===== src/rtl/fifo_flow_pkg.sv =====
// Shared definitions for the FIFO-to-FIFO flow-control transmitter:
// state encoding and threshold legality check.
package fifo_flow_pkg;

  typedef enum logic [2:0] {
    ST_INIT   = 3'd0,
    ST_IDLE   = 3'd1,
    ST_ACTIVE = 3'd2,
    ST_PAUSE  = 3'd3,
    ST_ERROR  = 3'd4
  } state_t;

  // Thresholds are legal when almost-empty sits strictly below almost-full and
  // almost-full leaves at least one free slot for the word still in flight.
  function automatic bit cfg_legal(input logic [3:0] umbral_a,
                                   input logic [3:0] umbral_b,
                                   input int mem_length);
    return (umbral_b < umbral_a) && (int'(umbral_a) <= mem_length - 1);
  endfunction

endpackage


===== src/rtl/fifo_flow_tx.sv =====
// Drains an upstream FIFO into a downstream FIFO, honouring the downstream
// pause/continua hysteresis and owning the downstream threshold registers.
module fifo_flow_tx
  import fifo_flow_pkg::*;
#(
  parameter int BUS_SIZE     = 5,
  parameter int ADDR_WIDTH   = 3,
  parameter int UMBRAL_A_RST = 6,
  parameter int UMBRAL_B_RST = 2
) (
  input  logic                clk,
  input  logic                reset,
  input  logic                init,
  input  logic [3:0]          umbralA_in,
  input  logic [3:0]          umbralB_in,
  input  logic                src_empty,
  input  logic [BUS_SIZE-1:0] src_data,
  input  logic                src_valid,
  output logic                src_pop,
  input  logic                dst_pause,
  input  logic                dst_continua,
  input  logic                dst_fifo_error,
  output logic                dst_push,
  output logic [BUS_SIZE-1:0] dst_data,
  output logic                dst_valid,
  output logic [3:0]          umbralA,
  output logic [3:0]          umbralB,
  output logic [2:0]          state,
  output logic                cfg_error,
  output logic [7:0]          sent_count
);

  localparam int MEM_LENGTH = 1 << ADDR_WIDTH;

  state_t st;
  logic   pop_d;

  // Handshake: a pop in cycle N makes the upstream word valid in cycle N+1,
  // where it is pushed downstream unconditionally (pop_d). Pause gates the pop
  // combinationally, so at most the single in-flight word lands after pause.
  assign src_pop   = (st == ST_ACTIVE) && !src_empty && !dst_pause;
  assign dst_push  = pop_d;
  assign dst_data  = pop_d ? src_data : '0;
  assign dst_valid = pop_d & src_valid;
  assign state     = st;

  always_ff @(posedge clk or posedge reset) begin
    if (reset) begin
      st        <= ST_INIT;
      umbralA   <= 4'(UMBRAL_A_RST);
      umbralB   <= 4'(UMBRAL_B_RST);
      cfg_error <= 1'b0;
    end else begin
      case (st)
        ST_INIT: begin
          if (init) begin
            umbralA <= umbralA_in;
            umbralB <= umbralB_in;
          end else if (cfg_legal(umbralA, umbralB, MEM_LENGTH)) begin
            st <= ST_IDLE;
          end else begin
            st        <= ST_ERROR;
            cfg_error <= 1'b1;
          end
        end
        ST_IDLE: begin
          if (dst_fifo_error)               st <= ST_ERROR;
          else if (init)                    st <= ST_INIT;
          else if (!src_empty && !dst_pause) st <= ST_ACTIVE;
        end
        ST_ACTIVE: begin
          if (dst_fifo_error) st <= ST_ERROR;
          else if (init)      st <= ST_INIT;
          else if (dst_pause) st <= ST_PAUSE;
          else if (src_empty) st <= ST_IDLE;
        end
        ST_PAUSE: begin
          if (dst_fifo_error)    st <= ST_ERROR;
          else if (init)         st <= ST_INIT;
          else if (dst_continua) st <= src_empty ? ST_IDLE : ST_ACTIVE;
        end
        ST_ERROR: begin
          // A concurrent overflow keeps us here; init is taken once it clears.
          if (!dst_fifo_error && init) begin
            st        <= ST_INIT;
            cfg_error <= 1'b0;
          end
        end
        default: st <= ST_INIT;
      endcase
    end
  end

  always_ff @(posedge clk or posedge reset) begin
    if (reset) begin
      pop_d      <= 1'b0;
      sent_count <= 8'd0;
    end else begin
      pop_d <= src_pop;
      if (pop_d) sent_count <= sent_count + 8'd1;
    end
  end

endmodule


===== config.mk =====
export PLATFORM = sky130hd
export DESIGN_NAME = fifo_flow_tx
export DESIGN_NICKNAME = d
export VERILOG_FILES = /design/src/rtl/fifo_flow_pkg.sv /design/src/rtl/fifo_flow_tx.sv
export SDC_FILE = /design/constraint.sdc
export NUM_CORES = 1
export LEC_CHECK = 0
export CAP_MARGIN = 20
export CORE_MARGIN = 3
export CORE_UTILIZATION = 44
export CTS_CLUSTER_SIZE = 20
export DETAILED_ROUTE_END_ITERATION = 16
export PLACE_DENSITY_LB_ADDON = 0.25
export SLEW_MARGIN = 0
export SYNTH_ARGS = -nofsm -noshare
export SYNTH_HDL_FRONTEND = slang
export SYNTH_SLANG_ARGS = --single-unit

===== constraint.sdc =====
create_clock -name clk -period 5.5 [get_ports clk]
set_clock_uncertainty 0.15 [all_clocks]
set_input_delay 0.825 -clock clk [delete_from_list [all_inputs] [get_ports clk]]
set_output_delay 0.825 -clock clk [all_outputs]
set_load 0.005 [all_outputs]

==> impl_metrics.json <==
{
  "synth_edf_count": 0,
  "die-area_um2": 3130,
  "yosysWarningCount": 0,
  "place_inst": 180,
  "gp_congestion": 0.778,
  "drc": 0,
  "critical-path-max-stage-delay_ns": 0.57,
  "yosysTopAreaCell": "dfrtp_1",
  "grt_util_met3_pct": 4.87,
  "rows": 17,
  "synth_ff_type": "dfrtp_1",
  "post_cts_buffers": 0,
  "fin_crit_sh_pct": 60.3,
  "path_clk_slew_ns": 0.12,
  "post_cts_resized": 0,
  "viasPerCell": 5.13,
  "finalWirelength_um": 2270,
  "cp_num_buf_inv": 2,
  "synth_fp_nets": 133,
  "antenna_left": 0,
  "worst-path-max-fanout": 5,
  "antenna_cells": 0,
  "placed_cell_area_um2": 1590,
  "wl_per_cell_um": 12.4,
  "io_buffers": 48,
  "relSlewSlack_pct": 49.0,
  "reg2reg_from": "umbralA[2]$_DFFE_PP1P_",
  "htreeDepth": 1,
  "start_kind": "input pin",
  "crit_chain": "clkdlybuf4s50_1, nor2_1, nor4b_1, clkdlybuf4s50_1",
  "grt_pass1_wl_um": 3810,
  "end_kind": "primary output",
  "hold_viol_final": 0,
  "nets": 182,
  "arrival_ns": 2.34,
  "switchingPower_uw": 182,
  "drv_cap": 0,
  "worst_path_dominant_cell_family": "buffers and inverters",
  "combPwrFrac_pct": 44.0,
  "max_freq_mhz": 302,
  "num_vias": 944,
  "p_int_uw": 381,
  "finalInstanceArea_um2": 1610,
  "finalNonFillerCells": 184,
  "rsz0062_at_grt": "no",
  "sw_frac_of_total_pct": 32.4,
  "initial_core_util_pct": 47.8,
  "crit_type": "input pin to primary output",
  "fin_tns_setup_ns": 0,
  "crit_start": "src_empty",
  "setup_viol": 0,
  "synthTopCellsByArea": "dfrtp_1 (41%), dfstp_2 (7.2%), mux2_2 (5.1%)",
  "min_from": "sent_count[7]$_DFFE_PP0P_",
  "cts_buffer_depth": 2,
  "worst_pin_slew_ns": 0.764,
  "syn_to_final_growth_pct": 47.1,
  "holdBufCountCts": 0,
  "power_density_nw_per_um2": 349,
  "grt-busiest-layer": "met2",
  "grt_use_met2_pct": 26.2,
  "slew_viol_final": 0,
  "clock_latency_ns": 0.30,
  "cts_tree": "built",
  "p_seq_share_pct": 42.9,
  "detailed_place_hpwl_um": 1810,
  "synth.distinct_cells": 34,
  "syn-cell-area_um2": 1100,
  "slowest_stage": "clkdlybuf4s50_1",
  "dr.pass1.iters": 4,
  "yosysMostFrequentCell": "dfrtp_1",
  "drt-initial-drc-count": 15,
  "status": "finished clean",
  "grt_usage_pct": 15.0,
  "fp.dieW_um": 55.9,
  "netlist_instances": 108,
  "cts.sinks": 21,
  "first_global_vias": 839,
  "use_met1_pct": 18.1,
  "pin_count": 49,
  "hold_path.class": "flop to flop",
  "ir_drop_v": 0.000366,
  "yosysSeqAreaShare_pct": 48.2,
  "die_height_um": 55.9,
  "leakagePower_uw": 0.000675,
  "cts_root_buf": "clkbuf_4",
  "antenna_found_initial": 0,
  "cts_made_buffers": 3,
  "synthArstFlopShare_pct": 100,
  "power.clock.fraction_pct": 13.1,
  "cp.required_ns": 4.53,
  "timing.critical_path.mode_cell": "clkdlybuf4s50_1",
  "syn_area_per_cell_um2": 10.2,
  "drive_above_1_share_pct": 9.62,
  "netlist.area_leader.share_pct": 41.0,
  "ys_top_cells_by_count": "dfrtp_1 (18), nor2_1 (8), o21ai_0 (8), nand2_1 (7)",
  "core_um2": 2300,
  "fin_crit_ns": 3.32,
  "grt_max_degree": 22,
  "grt-ovfl-total": 0,
  "ys_ff_latch": 21
}
-- cells in the final DEF, fill, tap and decap left out, types with 2 or more instances in the layout --
cell             netlist  final
clkdlybuf4s50_1        0     48
dfrtp_1               18     18
nor2_1                 8      8
o21ai_0                8      8
nand2_1                7      7
inv_1                  6      6
and2_1                 6      6
a21oi_1                5      5
mux2_2                 5      5
xnor2_1                4      4
ha_1                   4      4
xor2_1                 3      3
nand4_1                3      3
clkbuf_4               0      3
dfstp_2                3      3
a211oi_1               2      2
or2b_1                 2      2
nand3_1                2      2
nor4b_1                2      2
nor2b_1                2      2
nand2b_1               2      2
-- worst register-to-register path, cell delays in order (launching register included) --
cell,delay (ns)
dfstp_2,0.55
inv_1,0.05
ha_1,0.27
or2_2,0.27
a211oi_1,0.25
a21oi_1,0.11
o31ai_1,0.19
mux2_1,0.15
-- logic make-up after synthesis --
family                     count (synthesis)  share of synthesized area, %
and+or+nand+nor                           40                          20.2
DFF                                       21                          48.2
AOI/OAI and AO/OA                         20                          10.8
buffers and inverters                     10                          4.45
xor gates and xnor gates                   7                          5.59
muxes                                      6                          6.16
adders and majority gates                  4                          4.56
-- metal layers --
layer | wire length, µm | up-vias
met1 | 964 | 448
met2 | 1160 | 24
met3 | 131 | 2
li1 | - | 470
met4 | 14 | 0
met5 | 0 | -
-- path summary, 6_finish.rpt --
kind | end | slack [ns] | depth (start not counted)
max in group asynchronous | umbralB[0]$_DFFE_PP0P_ | 3.92 | 2
min in group asynchronous | sent_count[7]$_DFFE_PP0P_ | 0.80 | 2
setup / recovery | src_pop | 2.18 | 4
setup reg to reg | state[0]$_DFFE_PP0P_ | 3.44 | 7
hold reg to reg | sent_count[7]$_DFFE_PP0P_ | 0.34 | 1
hold / removal | sent_count[7]$_DFFE_PP0P_ | 0.34 | 1
-- per-stage QoR --
stage | setup WS, ns | total power [µW] | utilization, % | hold WS [ns]
floorplan | 3.25 | 378 | - | 0.318
global placement | 2.22 | 489 | 69.1 | 0.312
detailed placement | 2.19 | 496 | 69.1 | 0.324
CTS | 2.18 | 574 | 70.3 | 0.341
global route | 2.07 | 610 | 70.3 | 0.367
finish | 2.18 | 564 | 70.3 | 0.340
-- registers in the layout (all words and copies together), names as in the netlist --
signal and cells:
sent_count 8, umbralB 4, dst_push 1, state 3
cfg_error 1, umbralA 4
-- layout make-up --
cell class / count / area, µm²
inverters: 6 / 22.5
clock buffers: 3 / 22.5
multi-input cells: 77 / 519
repair buffers: 48 / 480
clock inverters: 1 / 5.00
fillers: 180 / 683
well taps: 28 / 35.0
flip-flops and latches: 21 / 529
-- power by group through the flow --
stage / clock network, µW / registers [µW] / logic (µW)
2_1_floorplan: 0 / 235 / 143
3_3_place_gp: 0 / 245 / 244
3_5_place_dp: 0 / 246 / 250
4_1_cts: 78.2 / 243 / 253
5_1_grt: 83.9 / 252 / 274
6_report: 74.0 / 242 / 248
(Power assumes the default switching activity.)
